$ cat config.mk
export PLATFORM = sky130hd
export DESIGN_NAME = float_to_fixed_pipe
export DESIGN_NICKNAME = d
export VERILOG_FILES = /design/src/rtl/fp_pkg.sv /design/src/rtl/fp_align.sv /design/src/rtl/float_to_fixed_pipe.sv
export SDC_FILE = /design/constraint.sdc
export NUM_CORES = 1
export LEC_CHECK = 0
export CAP_MARGIN = 20
export CORE_ASPECT_RATIO = 1.5
export CORE_MARGIN = 2
export CORE_UTILIZATION = 55
export CTS_CLUSTER_DIAMETER = 30
export CTS_CLUSTER_SIZE = 20
export DETAILED_ROUTE_END_ITERATION = 10
export PLACE_DENSITY = 0.79
export SETUP_SLACK_MARGIN = 0.2
export SLEW_MARGIN = 20
export SYNTH_ARGS = -nofsm -noshare
export SYNTH_HDL_FRONTEND = slang
export SYNTH_SLANG_ARGS = --single-unit
export TNS_END_PERCENT = 30
$ cat constraint.sdc
create_clock -name clk -period 4.8 [get_ports clk]
set_input_delay 0.72 -clock clk [delete_from_list [all_inputs] [get_ports clk]]
set_output_delay 0.72 -clock clk [all_outputs]
set_load 0.03 [all_outputs]
$ cat src/rtl/fp_pkg.sv
// fp_pkg: IEEE-754 single-precision field layout, rounding modes and operand classes.
package fp_pkg;
  localparam int EXP_W  = 8;
  localparam int MANT_W = 23;
  localparam int BIAS   = 127;
  typedef struct packed {
    logic              sign;
    logic [EXP_W-1:0]  exp;
    logic [MANT_W-1:0] mant;
  } fp32_t;
  typedef enum logic {RND_TRUNC, RND_RNE} rnd_mode_e;
  typedef enum logic [1:0] {FP_NORM, FP_ZERO, FP_INF, FP_NAN} fp_class_e;
endpackage

$ cat src/rtl/fp_align.sv
// fp_align: classifies a float and aligns its significand to the fixed-point grid with guard/sticky.
module fp_align
  import fp_pkg::*;
#(
  parameter int OUT_W  = 32,
  parameter int FRAC_W = 0
) (
  input  logic [31:0]  fp_in,
  output fp_class_e    cls,
  output logic         sign,
  output logic [OUT_W:0] mag,
  output logic         guard,
  output logic         sticky
);
  fp32_t              f;
  logic signed [10:0] k;
  logic [10:0]        sh;
  logic [63:0]        base;
  logic [63:0]        shd;
  // Significand sits at bit 25 so a right shift leaves guard at bit 24 and sticky below it.
  always_comb begin
    f = fp32_t'(fp_in);
    k = 11'(f.exp) - 11'(BIAS + MANT_W) + 11'(FRAC_W);
    sh = k[10] ? 11'(-k) : 11'(k);
    base = {15'b0, 1'b1, f.mant, 25'b0};
    shd = k[10] ? base >> sh : base << sh;
    sign = f.sign;
    cls = FP_NORM;
    mag = shd[25+OUT_W:25];
    guard = shd[24];
    sticky = |shd[23:0];
    if (&f.exp) begin
      cls = |f.mant ? FP_NAN : FP_INF;
      mag = '0;
      guard = 1'b0;
      sticky = 1'b0;
    end else if (!(|f.exp)) begin
      cls = FP_ZERO;
      mag = '0;
      guard = 1'b0;
      sticky = |f.mant;
    end else if (k >= $signed(11'(OUT_W - MANT_W))) begin
      cls = FP_INF;
      mag = '0;
      guard = 1'b0;
      sticky = 1'b0;
    end else if (k < -11'sd25) begin
      mag = '0;
      guard = 1'b0;
      sticky = 1'b1;
    end
  end
endmodule

$ cat src/rtl/float_to_fixed_pipe.sv
// float_to_fixed_pipe: two-stage float to signed fixed-point converter with valid/ready on both sides.
module float_to_fixed_pipe
  import fp_pkg::*;
#(
  parameter int OUT_W  = 32,
  parameter int FRAC_W = 0
) (
  input  logic             clk,
  input  logic             rst,
  input  logic             in_vld,
  output logic             in_rdy,
  input  logic [31:0]      fp_in,
  input  logic             rnd_mode,
  output logic             out_vld,
  input  logic             out_rdy,
  output logic [OUT_W-1:0] fx_out,
  output logic             ovf,
  output logic             nan,
  output logic             inexact
);
  localparam logic [OUT_W:0]   LIM_NEG = {2'b01, {(OUT_W-1){1'b0}}};
  localparam logic [OUT_W:0]   LIM_POS = {2'b00, {(OUT_W-1){1'b1}}};
  localparam logic [OUT_W-1:0] MAX_POS = {1'b0, {(OUT_W-1){1'b1}}};
  localparam logic [OUT_W-1:0] MIN_NEG = {1'b1, {(OUT_W-1){1'b0}}};
  fp_class_e        a_cls, s1_cls_d, s1_cls_q;
  rnd_mode_e        s1_rnd_d, s1_rnd_q;
  logic             a_sign, a_guard, a_sticky;
  logic [OUT_W:0]   a_mag, s1_mag_d, s1_mag_q, rmag;
  logic             s1_vld_d, s1_vld_q, s2_vld_d, s2_vld_q;
  logic             s1_sign_d, s1_sign_q, s1_g_d, s1_g_q, s1_s_d, s1_s_q;
  logic [OUT_W-1:0] fx_d, fx_q, res;
  logic             ovf_d, ovf_q, nan_d, nan_q, inexact_d, inexact_q;
  logic             adv1, adv2, ld1, ld2, inc, sat, is_nan;
  fp_align #(.OUT_W(OUT_W), .FRAC_W(FRAC_W)) u_align (
    .fp_in  (fp_in),
    .cls    (a_cls),
    .sign   (a_sign),
    .mag    (a_mag),
    .guard  (a_guard),
    .sticky (a_sticky)
  );
  always_comb begin
    adv2 = !s2_vld_q || out_rdy;
    adv1 = !s1_vld_q || adv2;
    in_rdy = adv1;
    ld1 = adv1 && in_vld;
    ld2 = adv2 && s1_vld_q;
    s1_vld_d = adv1 ? in_vld : s1_vld_q;
    s2_vld_d = adv2 ? s1_vld_q : s2_vld_q;
    s1_cls_d = ld1 ? a_cls : s1_cls_q;
    s1_sign_d = ld1 ? a_sign : s1_sign_q;
    s1_mag_d = ld1 ? a_mag : s1_mag_q;
    s1_g_d = ld1 ? a_guard : s1_g_q;
    s1_s_d = ld1 ? a_sticky : s1_s_q;
    s1_rnd_d = ld1 ? rnd_mode_e'(rnd_mode) : s1_rnd_q;
    inc = (s1_rnd_q == RND_RNE) && s1_g_q && (s1_s_q || s1_mag_q[0]);
    rmag = s1_mag_q + (OUT_W+1)'(inc);
    // Negative side may reach exactly -2^(OUT_W-1) without saturating.
    sat = (s1_cls_q == FP_INF) || (rmag > (s1_sign_q ? LIM_NEG : LIM_POS));
    is_nan = s1_cls_q == FP_NAN;
    res = is_nan ? '0 : sat ? (s1_sign_q ? MIN_NEG : MAX_POS)
        : (s1_sign_q ? -rmag[OUT_W-1:0] : rmag[OUT_W-1:0]);
    fx_d = ld2 ? res : fx_q;
    ovf_d = ld2 ? sat && !is_nan : ovf_q;
    nan_d = ld2 ? is_nan : nan_q;
    inexact_d = ld2 ? !sat && !is_nan && (s1_g_q || s1_s_q) : inexact_q;
  end
  always_ff @(posedge clk or posedge rst) begin
    if (rst) begin
      s1_vld_q <= 1'b0;
      s2_vld_q <= 1'b0;
      s1_cls_q <= FP_ZERO;
      s1_sign_q <= 1'b0;
      s1_mag_q <= '0;
      s1_g_q <= 1'b0;
      s1_s_q <= 1'b0;
      s1_rnd_q <= RND_TRUNC;
      fx_q <= '0;
      ovf_q <= 1'b0;
      nan_q <= 1'b0;
      inexact_q <= 1'b0;
    end else begin
      s1_vld_q <= s1_vld_d;
      s2_vld_q <= s2_vld_d;
      s1_cls_q <= s1_cls_d;
      s1_sign_q <= s1_sign_d;
      s1_mag_q <= s1_mag_d;
      s1_g_q <= s1_g_d;
      s1_s_q <= s1_s_d;
      s1_rnd_q <= s1_rnd_d;
      fx_q <= fx_d;
      ovf_q <= ovf_d;
      nan_q <= nan_d;
      inexact_q <= inexact_d;
    end
  end
  assign out_vld = s2_vld_q;
  assign fx_out = fx_q;
  assign ovf = ovf_q;
  assign nan = nan_q;
  assign inexact = inexact_q;
endmodule

==> results by group <==
Pwr
  • P per Cell Area: between 300 and 400 mW/mm^2
  • Worst IR drop on VDD: 343 uV
  • Leakage power: approximately 4.8 nW

CTS
  • Insertion delay of the later-clocked pin in the worst-skew pair: 0.34 ns
  • Number of H-tree levels: 3
  • Number of sinks driven by the clock tree: 76
  • Total of hold buffers inserted after clock tree synthesis: 0
  • TritonCTS Buffers: 9
  • CTS root buffer: sky130_fd_sc_hd__clkbuf_16
  • Deepest clock path buffer count: 2
  • Clock tree from TritonCTS: built
  • Clock-pin transition on the worst setup and hold timing paths: about 0.060 ns

Worst setup path
  • Worst Path Arrival: about 4.8 ns
  • Worst Reg2Reg Path Length in Cells: 22
  • Reg-to-reg critical path startpoint: s1_s_q
  • Worst Setup Path Type: flip-flop to flip-flop
  • Startpoint type of the worst setup path: flip-flop
  • Critical path endpoint: fx_out[15]
  • Register-to-register setup slack: approximately 0.21 ns
  • Kind of end point of the critical path: flip-flop
  • FF-to-FF End: fx_out[15]
  • Critical Path RT: about 5.0 ns
  • Crit. Startpoint: s1_s_q
  • Top fanout value on the critical path: 5

STA
  • Final Hold Fails: 0
  • Slew at the pin with the worst max-slew slack: ~1.0 ns
  • Period utilization: 95.6%
  • Count of final setup violators: 0
  • Relative slew slack: 30.4%
  • Peak Freq: 218 MHz
  • Number of pins with negative max-slew slack in the final report: 0
  • Shortest clock period the worst path allows after layout: ~4.6 ns
  • Min Hold Slack: about 0.48 ns
  • Skew final: roughly 0.0064 ns
  • Unrepaired setup endpoints after global routing: true
  • Sum of negative setup slack: 0 ns

Global routing
  • Number of antenna violations at the first check in global routing: 0
  • Pin count of the biggest net entering global routing: 53
  • First-pass GRT wire length: 49200 um
  • Overall routing resource usage: a little over a third
  • Vias in the first global route: between 9k and 10k
  • Remaining Overflow, GRT: 0

Floorplanning
  • Std cell rows: 58
  • Core area: ~0.017 mm^2
  • Horizontal extent of the die: 110 um
  • Top Ports: 74
  • Initial cell density of the core: 55.8%
  • Die H: ~160 um
  • Die ar.: around 0.018 mm^2

Synthesis
  • Post-synthesis area per instance: about 7.6 um^2
  • Post-synth net total: around 1.3k
  • Ys async rst share: 100%
  • Synth warn: 0
  • Seq/Total Area, Yosys: around a fifth
  • Number of cells produced by synthesis: around 1.2k
  • Most used DFF post-synth: sky130_fd_sc_hd__dfrtp_1
  • Flip-flop and latch count after synthesis: 76
  • Post-synthesis cell area: just over 0.009 mm^2
  • Number of unique standard cell types used by synthesis: 95
  • Number of flops mapped to enable cells by yosys: 0

Finish
  • Total number of nets in the final design: 1394
  • Total non-filler cell area in the finished layout: around 0.011 mm^2
  • Footprint of the multi-input gates: approximately 0.0070 mm^2
  • Total inserted antenna cells: 0
  • P&R area growth vs syn: 19.5%
  • Non-filler instance count after layout: roughly 1.5k
  • Count of filler cells inserted in the layout: roughly 1.4k
  • Register Area: roughly 0.0019 mm^2
  • Share of final-layout standard cells stronger than drive strength 1: ~15%

Detailed routing
  • Number of detailed-route iterations in the first pass: 6
  • Antenna Nets Post-Route: 0
  • DR iter-0 viols: about 820
  • Average detailed-routed wire length per instance: approximately 21 um
  • Total wire length after detailed routing: approximately 32000 um
  • Vias per std cell: roughly 6.6
  • Via count: slightly above 10k
  • # DRC: 0

Place
  • Dpl cells: roughly 1.5k
  • GPL Wtd Cong: roughly 1.0
  • HPWL after detailed placement: between 20000 and 25000 um
  • Total cell area at the placement stage: ~0.010 mm^2
  • Port buffer count: between 70 and 80

Run
  • Max-cap viol count: 0

Outcome
  • Status: finished, final reports clean

Hold path
  • Path category of the worst min-delay check: flip-flop to flip-flop
[where the power goes]
group	total [mW]	switching (mW)	internal [mW]
logic	2.48	1.47	1.01
clock network	0.707	0.286	0.421
registers	0.942	0.150	0.792
total	4.13	1.91	2.23
[cell type report]
cell class | count | area share (%)
multi-input cells | 1018 | 62.6
well taps | 210 | 2.36
clock buffers | 10 | 2.15
repair buffers | 160 | 13.5
flip-flops and latches | 76 | 17.1
clock inverters | 6 | 0.619
inverters | 51 | 1.72
[flip-flops by register name, indices dropped and copies added (netlist names)]
| register | cells |
|---|---|
| inexact | 1 |
| s1_sign_q | 1 |
| out_vld | 1 |
| s1_vld_q | 1 |
| s1_s_q | 1 |
| s1_rnd_q | 1 |
| s1_cls_q | 2 |
| fx_out | 32 |
| s1_mag_q | 33 |
| nan | 1 |
| ovf | 1 |
| s1_g_q | 1 |
[through the flow]
stage | setup slack, ns | utilization (%) | power [mW]
2_1_floorplan | 0.255 | - | 2.44
3_3_place_gp | 0.181 | 62.3 | 3.17
3_5_place_dp | -0.00773 | 62.3 | 3.19
4_1_cts | 0.202 | 64.4 | 3.92
5_1_grt | -0.0200 | 66.6 | 4.37
6_report | 0.209 | 66.6 | 4.13
[kinds of logic after synthesis]
group	Yosys count	synth area share, %
simple gates	454	23.7
fa+ha+maj	41	5.51
xor+xnor	43	4.37
mux	88	13.2
compound gates	392	26.4
buf+inv	139	6.34
flops	76	20.4
[layout by cell type (no fill, tap or decap), drive strengths merged, types with 25 or more instances in the layout]
cell type      count
clkdlybuf4s50     72
nor3              34
mux2i             51
nand2            188
nand3             60
mux4              25
dfrtp             75
buf               84
a21oi            133
o21ai            117
nor2              76
ha                41
inv               53
[Yosys cell counts (4+ instances only)]
master / number / share of area (%)
sky130_fd_sc_hd__a2111oi_0: 6 / 0.56
sky130_fd_sc_hd__a211oi_1: 13 / 1.0
sky130_fd_sc_hd__a21o_1: 20 / 1.6
sky130_fd_sc_hd__a21oi_1: 132 / 7.1
sky130_fd_sc_hd__a22o_1: 8 / 0.75
sky130_fd_sc_hd__a311oi_1: 4 / 0.38
sky130_fd_sc_hd__a31oi_1: 17 / 1.1
sky130_fd_sc_hd__a32o_1: 4 / 0.43
sky130_fd_sc_hd__and2_1: 5 / 0.34
sky130_fd_sc_hd__and3_1: 10 / 0.67
sky130_fd_sc_hd__and4_1: 5 / 0.47
sky130_fd_sc_hd__buf_1: 12 / 0.48
sky130_fd_sc_hd__buf_2: 22 / 1.2
sky130_fd_sc_hd__buf_6: 4 / 0.48
sky130_fd_sc_hd__clkbuf_1: 47 / 1.9
sky130_fd_sc_hd__dfrtp_1: 75 / 20
sky130_fd_sc_hd__ha_1: 41 / 5.5
sky130_fd_sc_hd__inv_1: 49 / 2.0
sky130_fd_sc_hd__mux2_2: 10 / 1.2
sky130_fd_sc_hd__mux2i_1: 48 / 5.2
sky130_fd_sc_hd__mux4_2: 25 / 6.0
sky130_fd_sc_hd__nand2_1: 185 / 7.5
sky130_fd_sc_hd__nand2b_1: 7 / 0.47
sky130_fd_sc_hd__nand3_1: 57 / 3.1
sky130_fd_sc_hd__nand4_1: 18 / 1.2
sky130_fd_sc_hd__nor2_1: 74 / 3.0
sky130_fd_sc_hd__nor2b_1: 7 / 0.47
sky130_fd_sc_hd__nor3_1: 33 / 1.8
sky130_fd_sc_hd__nor4_1: 12 / 0.81
sky130_fd_sc_hd__o2111ai_1: 4 / 0.38
sky130_fd_sc_hd__o211ai_1: 6 / 0.48
sky130_fd_sc_hd__o21ai_0: 107 / 5.8
sky130_fd_sc_hd__o21ai_1: 8 / 0.43
sky130_fd_sc_hd__o22ai_1: 12 / 0.81
sky130_fd_sc_hd__o31ai_1: 6 / 0.48
sky130_fd_sc_hd__o32ai_1: 4 / 0.38
sky130_fd_sc_hd__or3_1: 11 / 0.74
sky130_fd_sc_hd__xnor2_1: 23 / 2.2
sky130_fd_sc_hd__xor2_1: 16 / 1.5
[timing repair]
action / in CTS / in global routing
endpoints found under the setup margin: 31 / 34
endpoints found under the hold margin: 0 / 0
setup buffers: 1 / 22
gates cloned: 0 / 4
gates resized for setup: 2 / 28
pin swaps: 3 / 16
[routing by layer]
metal | vias to the layer above | global-route usage [%] | share of wire (%)
met5 | - | 0 | 0
met4 | 0 | 24.9 | 8.3
met3 | 155 | 3.83 | 4.7
met2 | 428 | 61.3 | 51
met1 | 4765 | 38.1 | 36
li1 | 4725 | - | -
[how the worst min path moves through the flow]
stage / startpoint / to / slack, ns / depth (start not counted)
2_1_floorplan: s1_mag_q[27] / s1_mag_q[27] / 0.45 / 2
3_3_place_gp: fx_out[2] / fx_out[2] / 0.46 / 2
3_5_place_dp: fx_out[4] / fx_out[4] / 0.47 / 2
4_1_cts: fx_out[4] / fx_out[4] / 0.48 / 2
5_1_grt: fx_out[4] / fx_out[4] / 0.50 / 2
6_report: fx_out[4] / fx_out[4] / 0.48 / 2
[worst max-delay path: stages (launching register included)]
cell,delay (ns)
sky130_fd_sc_hd__dfrtp_1,0.38
sky130_fd_sc_hd__o211a_1,0.19
sky130_fd_sc_hd__ha_4,0.16
sky130_fd_sc_hd__buf_4,0.12
sky130_fd_sc_hd__nand4_1,0.17
sky130_fd_sc_hd__nor4_4,0.44
sky130_fd_sc_hd__nand2_1,0.16
sky130_fd_sc_hd__or3_4,0.37
sky130_fd_sc_hd__xnor2_2,0.19
sky130_fd_sc_hd__inv_1,0.09
sky130_fd_sc_hd__ha_4,0.22
sky130_fd_sc_hd__a21o_1,0.17
sky130_fd_sc_hd__a21o_1,0.15
sky130_fd_sc_hd__a21o_1,0.15
sky130_fd_sc_hd__a221o_1,0.32
sky130_fd_sc_hd__a221oi_2,0.28
sky130_fd_sc_hd__o21a_4,0.22
sky130_fd_sc_hd__buf_6,0.14
sky130_fd_sc_hd__buf_12,0.12
sky130_fd_sc_hd__buf_4,0.11
sky130_fd_sc_hd__a21oi_1,0.06
sky130_fd_sc_hd__a21oi_1,0.12
sky130_fd_sc_hd__o21ai_0,0.08
(Power assumes the default switching activity.)
